$ cat src/rtl/csr_access_if.sv
// Request/response and regfile-side signals of the CSR access unit.
// slave = the unit itself, master = execute/writeback/regfile side.
interface csr_access_if #(
  parameter int REG_WIDTH = 64
);
  logic                 req_valid_i;
  logic                 req_ready_o;
  logic [2:0]           req_funct3_i;
  logic [11:0]          req_csr_addr_i;
  logic [4:0]           req_rs1_idx_i;
  logic [REG_WIDTH-1:0] req_rs1_data_i;
  logic [4:0]           req_rd_idx_i;
  logic [1:0]           priv_mode_i;
  logic [11:0]          csr_addr_o;
  logic                 csr_write_ena_o;
  logic [REG_WIDTH-1:0] csr_data_o;
  logic [REG_WIDTH-1:0] csr_data_i;
  logic                 rsp_valid_o;
  logic                 rsp_ready_i;
  logic [4:0]           rsp_rd_idx_o;
  logic [REG_WIDTH-1:0] rsp_rd_data_o;
  logic                 rsp_rd_write_o;
  logic                 rsp_illegal_o;

  modport slave (
    input  req_valid_i, req_funct3_i, req_csr_addr_i, req_rs1_idx_i,
           req_rs1_data_i, req_rd_idx_i, priv_mode_i, csr_data_i, rsp_ready_i,
    output req_ready_o, csr_addr_o, csr_write_ena_o, csr_data_o,
           rsp_valid_o, rsp_rd_idx_o, rsp_rd_data_o, rsp_rd_write_o, rsp_illegal_o
  );

  modport master (
    output req_valid_i, req_funct3_i, req_csr_addr_i, req_rs1_idx_i,
           req_rs1_data_i, req_rd_idx_i, priv_mode_i, csr_data_i, rsp_ready_i,
    input  req_ready_o, csr_addr_o, csr_write_ena_o, csr_data_o,
           rsp_valid_o, rsp_rd_idx_o, rsp_rd_data_o, rsp_rd_write_o, rsp_illegal_o
  );
endinterface

$ cat src/rtl/csr_access_unit.sv
// Zicsr read-modify-write sequencer between execute stage and CSR regfile.
// Optional macro CSR_PRIV_CHECK_EN adds the addr[9:8] vs. privilege check.
//
// state | meaning
// IDLE  | ready for a request, nothing in flight
// READ  | regfile addressed, old value captured, legality decided
// WRITE | single write strobe with the modified value
// RESP  | response held until writeback accepts it
module csr_access_unit #(
  parameter int REG_WIDTH = 64
) (
  input logic         clk_sys_i,
  input logic         rst_sys_i,
  csr_access_if.slave bus
);

  typedef enum logic [1:0] {IDLE, READ, WRITE, RESP} state_t;

  state_t               state_q, state_d;
  logic [2:0]           funct3_q;
  logic [11:0]          addr_q;
  logic [4:0]           rs1_idx_q;
  logic [REG_WIDTH-1:0] rs1_data_q;
  logic [4:0]           rd_idx_q;
  logic [REG_WIDTH-1:0] old_q;
  logic                 illegal_q;

  logic [REG_WIDTH-1:0] src_c;
  logic [REG_WIDTH-1:0] wdata_c;
  logic                 wr_intent_c;
  logic                 priv_bad_c;
  logic                 illegal_c;

  // Immediate forms carry uimm in the rs1 index field.
  assign src_c       = funct3_q[2] ? {{(REG_WIDTH-5){1'b0}}, rs1_idx_q} : rs1_data_q;
  assign wr_intent_c = (funct3_q[1:0] == 2'b01) || (rs1_idx_q != 5'd0);

`ifdef CSR_PRIV_CHECK_EN
  assign priv_bad_c = (addr_q[9:8] > bus.priv_mode_i);
`else
  logic unused_priv;
  assign unused_priv = ^bus.priv_mode_i;
  assign priv_bad_c  = 1'b0;
`endif

  assign illegal_c = (funct3_q[1:0] == 2'b00)
                   || (wr_intent_c && (addr_q[11:10] == 2'b11))
                   || priv_bad_c;

  always_comb begin
    wdata_c = src_c;
    case (funct3_q[1:0])
      2'b10:   wdata_c = old_q | src_c;
      2'b11:   wdata_c = old_q & ~src_c;
      default: wdata_c = src_c;
    endcase
  end

  always_ff @(posedge clk_sys_i or posedge rst_sys_i) begin
    if (rst_sys_i) begin
      state_q    <= IDLE;
      funct3_q   <= '0;
      addr_q     <= '0;
      rs1_idx_q  <= '0;
      rs1_data_q <= '0;
      rd_idx_q   <= '0;
      old_q      <= '0;
      illegal_q  <= 1'b0;
    end else begin
      state_q <= state_d;
      if (state_q == IDLE && bus.req_valid_i) begin
        funct3_q   <= bus.req_funct3_i;
        addr_q     <= bus.req_csr_addr_i;
        rs1_idx_q  <= bus.req_rs1_idx_i;
        rs1_data_q <= bus.req_rs1_data_i;
        rd_idx_q   <= bus.req_rd_idx_i;
      end
      if (state_q == READ) begin
        old_q     <= bus.csr_data_i;
        illegal_q <= illegal_c;
      end
    end
  end

  // Outputs decode from state only, so reset drops the write strobe at once.
  always_comb begin
    state_d             = state_q;
    bus.req_ready_o     = 1'b0;
    bus.csr_addr_o      = '0;
    bus.csr_write_ena_o = 1'b0;
    bus.csr_data_o      = '0;
    bus.rsp_valid_o     = 1'b0;
    bus.rsp_rd_idx_o    = '0;
    bus.rsp_rd_data_o   = '0;
    bus.rsp_rd_write_o  = 1'b0;
    bus.rsp_illegal_o   = 1'b0;
    case (state_q)
      IDLE: begin
        bus.req_ready_o = 1'b1;
        if (bus.req_valid_i) state_d = READ;
      end
      READ: begin
        bus.csr_addr_o = addr_q;
        if (illegal_c)        state_d = RESP;
        else if (wr_intent_c) state_d = WRITE;
        else                  state_d = RESP;
      end
      WRITE: begin
        bus.csr_addr_o      = addr_q;
        bus.csr_write_ena_o = 1'b1;
        bus.csr_data_o      = wdata_c;
        state_d             = RESP;
      end
      RESP: begin
        bus.rsp_valid_o    = 1'b1;
        bus.rsp_rd_idx_o   = rd_idx_q;
        bus.rsp_rd_data_o  = illegal_q ? '0 : old_q;
        bus.rsp_rd_write_o = (rd_idx_q != 5'd0) && !illegal_q;
        bus.rsp_illegal_o  = illegal_q;
        if (bus.rsp_ready_i) state_d = IDLE;
      end
      default: state_d = IDLE;
    endcase
  end

endmodule

$ cat src/flat_wrapper.sv
// flat-port wrapper written by rule: the top's interface ports become plain ports
module csr_access_unit_flat 
#(
  parameter int REG_WIDTH = 64
)
  (clk_sys_i, rst_sys_i, bus_req_valid_i, bus_req_funct3_i, bus_req_csr_addr_i, bus_req_rs1_idx_i, bus_req_rs1_data_i, bus_req_rd_idx_i, bus_priv_mode_i, bus_csr_data_i, bus_rsp_ready_i, bus_req_ready_o, bus_csr_addr_o, bus_csr_write_ena_o, bus_csr_data_o, bus_rsp_valid_o, bus_rsp_rd_idx_o, bus_rsp_rd_data_o, bus_rsp_rd_write_o, bus_rsp_illegal_o);
  csr_access_if #(.REG_WIDTH(REG_WIDTH)) bus_i ();
  input logic clk_sys_i;
  input logic rst_sys_i;
  input wire logic [$bits(bus_i.req_valid_i)-1:0] bus_req_valid_i;
  input wire logic [$bits(bus_i.req_funct3_i)-1:0] bus_req_funct3_i;
  input wire logic [$bits(bus_i.req_csr_addr_i)-1:0] bus_req_csr_addr_i;
  input wire logic [$bits(bus_i.req_rs1_idx_i)-1:0] bus_req_rs1_idx_i;
  input wire logic [$bits(bus_i.req_rs1_data_i)-1:0] bus_req_rs1_data_i;
  input wire logic [$bits(bus_i.req_rd_idx_i)-1:0] bus_req_rd_idx_i;
  input wire logic [$bits(bus_i.priv_mode_i)-1:0] bus_priv_mode_i;
  input wire logic [$bits(bus_i.csr_data_i)-1:0] bus_csr_data_i;
  input wire logic [$bits(bus_i.rsp_ready_i)-1:0] bus_rsp_ready_i;
  output wire logic [$bits(bus_i.req_ready_o)-1:0] bus_req_ready_o;
  output wire logic [$bits(bus_i.csr_addr_o)-1:0] bus_csr_addr_o;
  output wire logic [$bits(bus_i.csr_write_ena_o)-1:0] bus_csr_write_ena_o;
  output wire logic [$bits(bus_i.csr_data_o)-1:0] bus_csr_data_o;
  output wire logic [$bits(bus_i.rsp_valid_o)-1:0] bus_rsp_valid_o;
  output wire logic [$bits(bus_i.rsp_rd_idx_o)-1:0] bus_rsp_rd_idx_o;
  output wire logic [$bits(bus_i.rsp_rd_data_o)-1:0] bus_rsp_rd_data_o;
  output wire logic [$bits(bus_i.rsp_rd_write_o)-1:0] bus_rsp_rd_write_o;
  output wire logic [$bits(bus_i.rsp_illegal_o)-1:0] bus_rsp_illegal_o;
  assign bus_i.req_valid_i = bus_req_valid_i;
  assign bus_i.req_funct3_i = bus_req_funct3_i;
  assign bus_i.req_csr_addr_i = bus_req_csr_addr_i;
  assign bus_i.req_rs1_idx_i = bus_req_rs1_idx_i;
  assign bus_i.req_rs1_data_i = bus_req_rs1_data_i;
  assign bus_i.req_rd_idx_i = bus_req_rd_idx_i;
  assign bus_i.priv_mode_i = bus_priv_mode_i;
  assign bus_i.csr_data_i = bus_csr_data_i;
  assign bus_i.rsp_ready_i = bus_rsp_ready_i;
  assign bus_req_ready_o = bus_i.req_ready_o;
  assign bus_csr_addr_o = bus_i.csr_addr_o;
  assign bus_csr_write_ena_o = bus_i.csr_write_ena_o;
  assign bus_csr_data_o = bus_i.csr_data_o;
  assign bus_rsp_valid_o = bus_i.rsp_valid_o;
  assign bus_rsp_rd_idx_o = bus_i.rsp_rd_idx_o;
  assign bus_rsp_rd_data_o = bus_i.rsp_rd_data_o;
  assign bus_rsp_rd_write_o = bus_i.rsp_rd_write_o;
  assign bus_rsp_illegal_o = bus_i.rsp_illegal_o;
  csr_access_unit #(.REG_WIDTH(REG_WIDTH)) u_core (.clk_sys_i(clk_sys_i), .rst_sys_i(rst_sys_i), .bus(bus_i));
endmodule
$ cat config.mk
export PLATFORM = sky130hd
export DESIGN_NAME = csr_access_unit_flat
export DESIGN_NICKNAME = d
export VERILOG_FILES = /design/src/rtl/csr_access_if.sv /design/src/rtl/csr_access_unit.sv /design/src/flat_wrapper.sv
export SDC_FILE = /design/constraint.sdc
export NUM_CORES = 1
export LEC_CHECK = 0
export ABC_CLOCK_PERIOD_IN_PS = 15860
export BUFFER_PORTS_ARGS = -buffer_cell sky130_fd_sc_hd__buf_2
export CORE_UTILIZATION = 40
export DETAILED_ROUTE_END_ITERATION = 6
export PLACE_DENSITY = 0.71
export SLEW_MARGIN = 5
export SYNTH_ARGS = -nofsm -noshare
export SYNTH_HDL_FRONTEND = slang
export SYNTH_SLANG_ARGS = --single-unit
$ cat constraint.sdc
create_clock -name clk_sys_i -period 15.86 [get_ports clk_sys_i]
set_clock_uncertainty 0.15 [all_clocks]
set_input_delay 3.965 -clock clk_sys_i [delete_from_list [all_inputs] [get_ports clk_sys_i]]
set_output_delay 3.965 -clock clk_sys_i [all_outputs]
set_load 0.005 [all_outputs]
### Word level (Yosys, flattened, before mapping)

Cells that the tools add are included.

| word-level totals | value |
|---|---|
| bits in registers | 156 |
| latch bits | 0 |
| memory bits (writable) | 0 |
| ROM bits | 0 |
| bits of input ports | 159 |
| word-level logic and storage cells | 49 |
| memories kept | 0 |

| cells by class | value |
|---|---|
| add/sub/neg operators | 0 |
| $mul | 0 |
| div/mod/pow operators | 0 |
| order comparisons | 0 |
| equality and inequality tests | 9 |
| shifts and indexed selects | 0 |
| muxes and demuxes | 17 |
| bitwise logic cells | 3 |
| reductions and logical operators | 12 |

Operator list:

| operator | number |
|---|---|
| 2-to-1 mux 64 bit | 4 |
| one-hot mux 64 bit (2 select lines) | 1 |
| AND 64 bit | 1 |
| NOT 64 bit | 1 |
| OR 64 bit | 1 |
| 2-to-1 mux 12 bit | 1 |
| == test 2 bit (second input constant) | 5 |
| nonzero test 5 bit | 2 |
| one-hot mux 2 bit (4 select lines) | 1 |
| 2-to-1 mux 1 bit | 6 |
| 2-to-1 mux 2 bit | 3 |
| 2-to-1 mux 5 bit | 1 |
| == test 2 x 1 -> 1 bit (second input constant) | 2 |
| logical NOT 2 bit | 2 |
| inequality test 2 bit (second input constant) | 2 |
| logical AND 1 bit | 3 |
| logical OR 1 bit | 2 |
| AND reduction 2 bit | 1 |
| OR reduction 2 bit | 1 |
| logical NOT 1 bit | 1 |

### Longest topological paths before layout

| depth | value |
|---|---|
| depth after elaboration | 6 |
| mapped depth | 6 |
| mapped depth without buffers | 5 |

### Worst setup path after synthesis

Ideal clock, no wire load.

| path | value |
|---|---|
| path kind | flip-flop to output port |
| from | register u_core.state_q[0] |
| to | output bus_rsp_rd_data_o[10] |
| data arrival time | 1.429 ns |
| setup slack | 10.316 ns |
| stages on the path, launching flop included | 6 |
| cells stage by stage | dfrtp_1 ha_1 nor2b_1 clkbuf_1 clkbuf_1 and2_1 |

| between the ends | value |
|---|---|
| word-level cells in the longest chain between the ends | 2 |

RTL lines:

| item | RTL line | text |
|---|---|---|
| start: declaration | csr_access_unit.sv:19 | `state_t state_q, state_d;` |
| start signal: assignment | csr_access_unit.sv:70 | `state_q <= state_d;` |
| == test 2 bit | csr_access_unit.sv:97 | `case (state_q)` |
| 2-to-1 mux 64 bit | csr_access_unit.sv:97 |  |
| end: declaration | flat_wrapper.sv:25 | `output wire logic [$bits(bus_i.rsp_rd_data_o)-1:0] bus_rsp_rd_data_o;` |

Every way passes these cells.

### Final worst setup path

| path | value |
|---|---|
| from | register u_core.state_q[0] |
| to | output bus_csr_data_o[4] |

| between the ends | value |
|---|---|
| word-level cells in the longest chain between the ends | 2 |

RTL lines:

| item | RTL line | text |
|---|---|---|
| == test 2 bit | csr_access_unit.sv:97 |  |
| 2-to-1 mux 64 bit | csr_access_unit.sv:97 |  |
| end: declaration | flat_wrapper.sv:22 | `output wire logic [$bits(bus_i.csr_data_o)-1:0] bus_csr_data_o;` |

Every way passes these cells.

==> flow_summary.yaml <==
floorplanning:
  row_count: 51
  ios: 309
  die_y_um: 144
  initial_utilization: 0.413
  core_area_um2: 19700
  die_w_um: 144
  dieArea_um2: 20900
min_path:
  holdCritPathClass: "reg2reg"
timing:
  rsz0062_at_grt: "no"
  fin_crit_sh: 0.416
  max-slew-margin-rel: 0.290
  fmax_mhz: 152
  finalHoldViolations: 0
  finalCriticalPeriod_ps: 6600
  setup_viol: 0
  final_max_slew_viol_count: 0
  worstMarginPinSlew_ps: 1070
  fin_setup_tns_ps: 0
yosys:
  syn_avg_cell_area_um2: 11.6
  ys_seq_elements: 156
  netlist.area_leader.share: 0.481
  synth_area_leaders: "dfrtp_1 (48%), mux2_2 (21%), and2_1 (6.3%), a32oi_1 (3.1%), a21boi_0 (2.8%)"
  yosys_warnings: 0
  synth.largest_area_cell: "dfrtp_1"
  syn-cell-area_um2: 8110
  ys_types: 27
  syn_nets: 864
  synthFlopType: "dfrtp_1"
  syn_inst: 701
  yosysSeqAreaShare: 0.481
  synth-edff-count: 0
  async_reset_ff_frac: 1.00
cells_and_area:
  drive_above_1_share: 0.515
  fin_cells: 1259
  multi_input_area_um2: 3880
  final_cell_area_um2: 10400
  area_growth_pct: 28.5
  fill_cells: 1800
  fin_nets: 1142
  register_area_um2: 3910
clocking:
  clock_path_buffers: 2
  post-cts-setup-buffer-count: 0
  clk_pin_slew_ps: 70
  cts-root-buf: "clkbuf_16"
  clock_latency_ps: 420
  cts_tree: "done"
  cts_hold_buffers: 0
  cts_sinks: 156
  htree_levels: 4
  cts_resized: 0
  cts_buffers: 17
grt:
  grt_usage: 0.215
  grt_pass1_vias: 6323
  grt_max_degree: 88
  overflow: 0
  gr-usage-met2: 0.369
  use_met1: 0.266
  met3_usage: 0.0440
  grt_pass1_wl_mm: 33.9
  grt_antenna_before_repair: 1
  grt_busiest_layer: "met2"
setup_path:
  cp_slowest_cell: "ha_2"
  startpoint_type: "register"
  cpPeakStageDelay_ps: 560
  cpLargestDelayFamily: "buffers and inverters"
  critPathCaptureType: "primary output"
  worstPathCellList: "inv_1 > ha_2 > buf_4 > o21ai_0 > a21oi_1 > buf_2"
  critPathBufInv: 3
  required_ps: 11750
  worstSetupPathType: "reg2out"
  cp_data_arrival_time_ps: 2480
  crit_fanout: 38
pwr:
  pwr-share-seq: 0.361
  clockPowerShare: 0.190
  power.density_cell_area_nw_per_um2: 204
  ir_drop_v: 0.000100
  switching_power_mw: 0.790
  p_int_mw: 1.34
  swShare: 0.371
  p_leak_nw: 5.00
  p_comb_frac: 0.449
detailed_routing:
  ant_nets: 0
  dr.first_iter.drc_count: 270
  drt-pass1-iter-count: 4
  routed_wirelength_mm: 22.1
  vias: 6409
  wl_per_cell_um: 17.5
  viasPerCell: 5.09
  drc: 0
flow_run:
  cap_violations: 0
status:
  status: "completed"
placement:
  dp_cells: 1225
  placed_area_um2: 9840
  io_buffers: 306
  hpwlAfterDp_mm: 14.4
  place.gp.congestion: 0.783
## stage by stage
step	hold WS (ps)	total power, mW	setup slack [ps]	utilization
global placement	328	1.71	9660	0.501
CTS	352	2.15	9200	0.530
floorplan	321	1.40	7540	-
detailed placement	337	1.74	9660	0.501
finish	347	2.13	9260	0.530
global route	363	2.28	9010	0.530
## worst paths after layout
check | startpoint | end | slack, ps | cells past startpoint
hold / removal | u_core.addr_q[8] | u_core.addr_q[8] | 350 | 1
max in group asynchronous | rst_sys_i | u_core.funct3_q[1] | 10560 | 3
min in group asynchronous | rst_sys_i | u_core.rs1_data_q[45] | 3550 | 2
hold reg to reg | u_core.addr_q[8] | u_core.addr_q[8] | 350 | 1
setup reg to reg | u_core.state_q[0] | u_core.addr_q[10] | 13090 | 5
setup / recovery | u_core.state_q[0] | bus_csr_data_o[4] | 9260 | 6
## cell usage in the layout, fill, tap and decap left out, drive strengths merged
cell	synthesis	layout
buf	26	314
dfrtp	156	156
mux2	154	154
and2	82	82
inv	34	44
nor2b	32	32
nand3b	30	30
o211ai	30	30
a21boi	30	30
nand2b	29	29
a32oi	29	29
clkbuf	29	17
nand2	8	8
o21ai	7	7
a21oi	7	7
mux2i	5	5
ha	4	4
clkinv	0	4
diode	0	2
or4	2	2
o31a	2	2
o21a	1	1
o311a	1	1
o22a	1	1
a2bb2oi	1	1
o221ai	1	1
bufinv	0	1
## logic make-up after synthesis
family                     after synthesis  synth area share
and+or+nand+nor                        183             0.144
muxes                                  159             0.220
DFF                                    156             0.481
AOI/OAI and AO/OA                      110             0.104
buffers and inverters                   89            0.0449
adders and majority gates                4           0.00617
## metal layers
layer / wire [um] / up-vias
met5: 0 / -
met4: 376 / 0
met3: 1200 / 25
met2: 11000 / 199
met1: 9460 / 3159
li1: - / 3026
## cells in the mapped netlist, drive strengths merged (26+ instances only)
cell type,number
a32oi,29
mux2,154
a21boi,30
clkbuf,29
o211ai,30
dfrtp,156
buf,26
and2,82
nand2b,29
inv,34
nor2b,32
nand3b,30
## area by class of cell
type / instances / area share
flip-flops and latches: 156 / 0.375
multi-input cells: 456 / 0.372
repair buffers: 314 / 0.153
clock buffers: 17 / 0.0408
well taps: 265 / 0.0318
clock inverters: 15 / 0.0144
inverters: 34 / 0.0127
diodes: 2 / 0.000480
## sequential cells by signal, summed over array words and instances, names as in the netlist
signal and flops:
u_core.rs1_data_q 64, u_core.old_q 64, u_core.illegal_q 1, u_core.rs1_idx_q 5, u_core.addr_q 12, u_core.funct3_q 3, u_core.state_q 2, u_core.rd_idx_q 5
## power by group through the flow
stage | Combinational, mW | Clock, mW | Sequential (mW)
3_5_place_dp | 0.965 | 0 | 0.776
4_1_cts | 0.969 | 0.415 | 0.768
3_3_place_gp | 0.950 | 0 | 0.763
5_1_grt | 1.05 | 0.430 | 0.799
2_1_floorplan | 0.690 | 0 | 0.712
6_report | 0.955 | 0.404 | 0.769
Note: power is estimated with default switching activity, not from simulation.
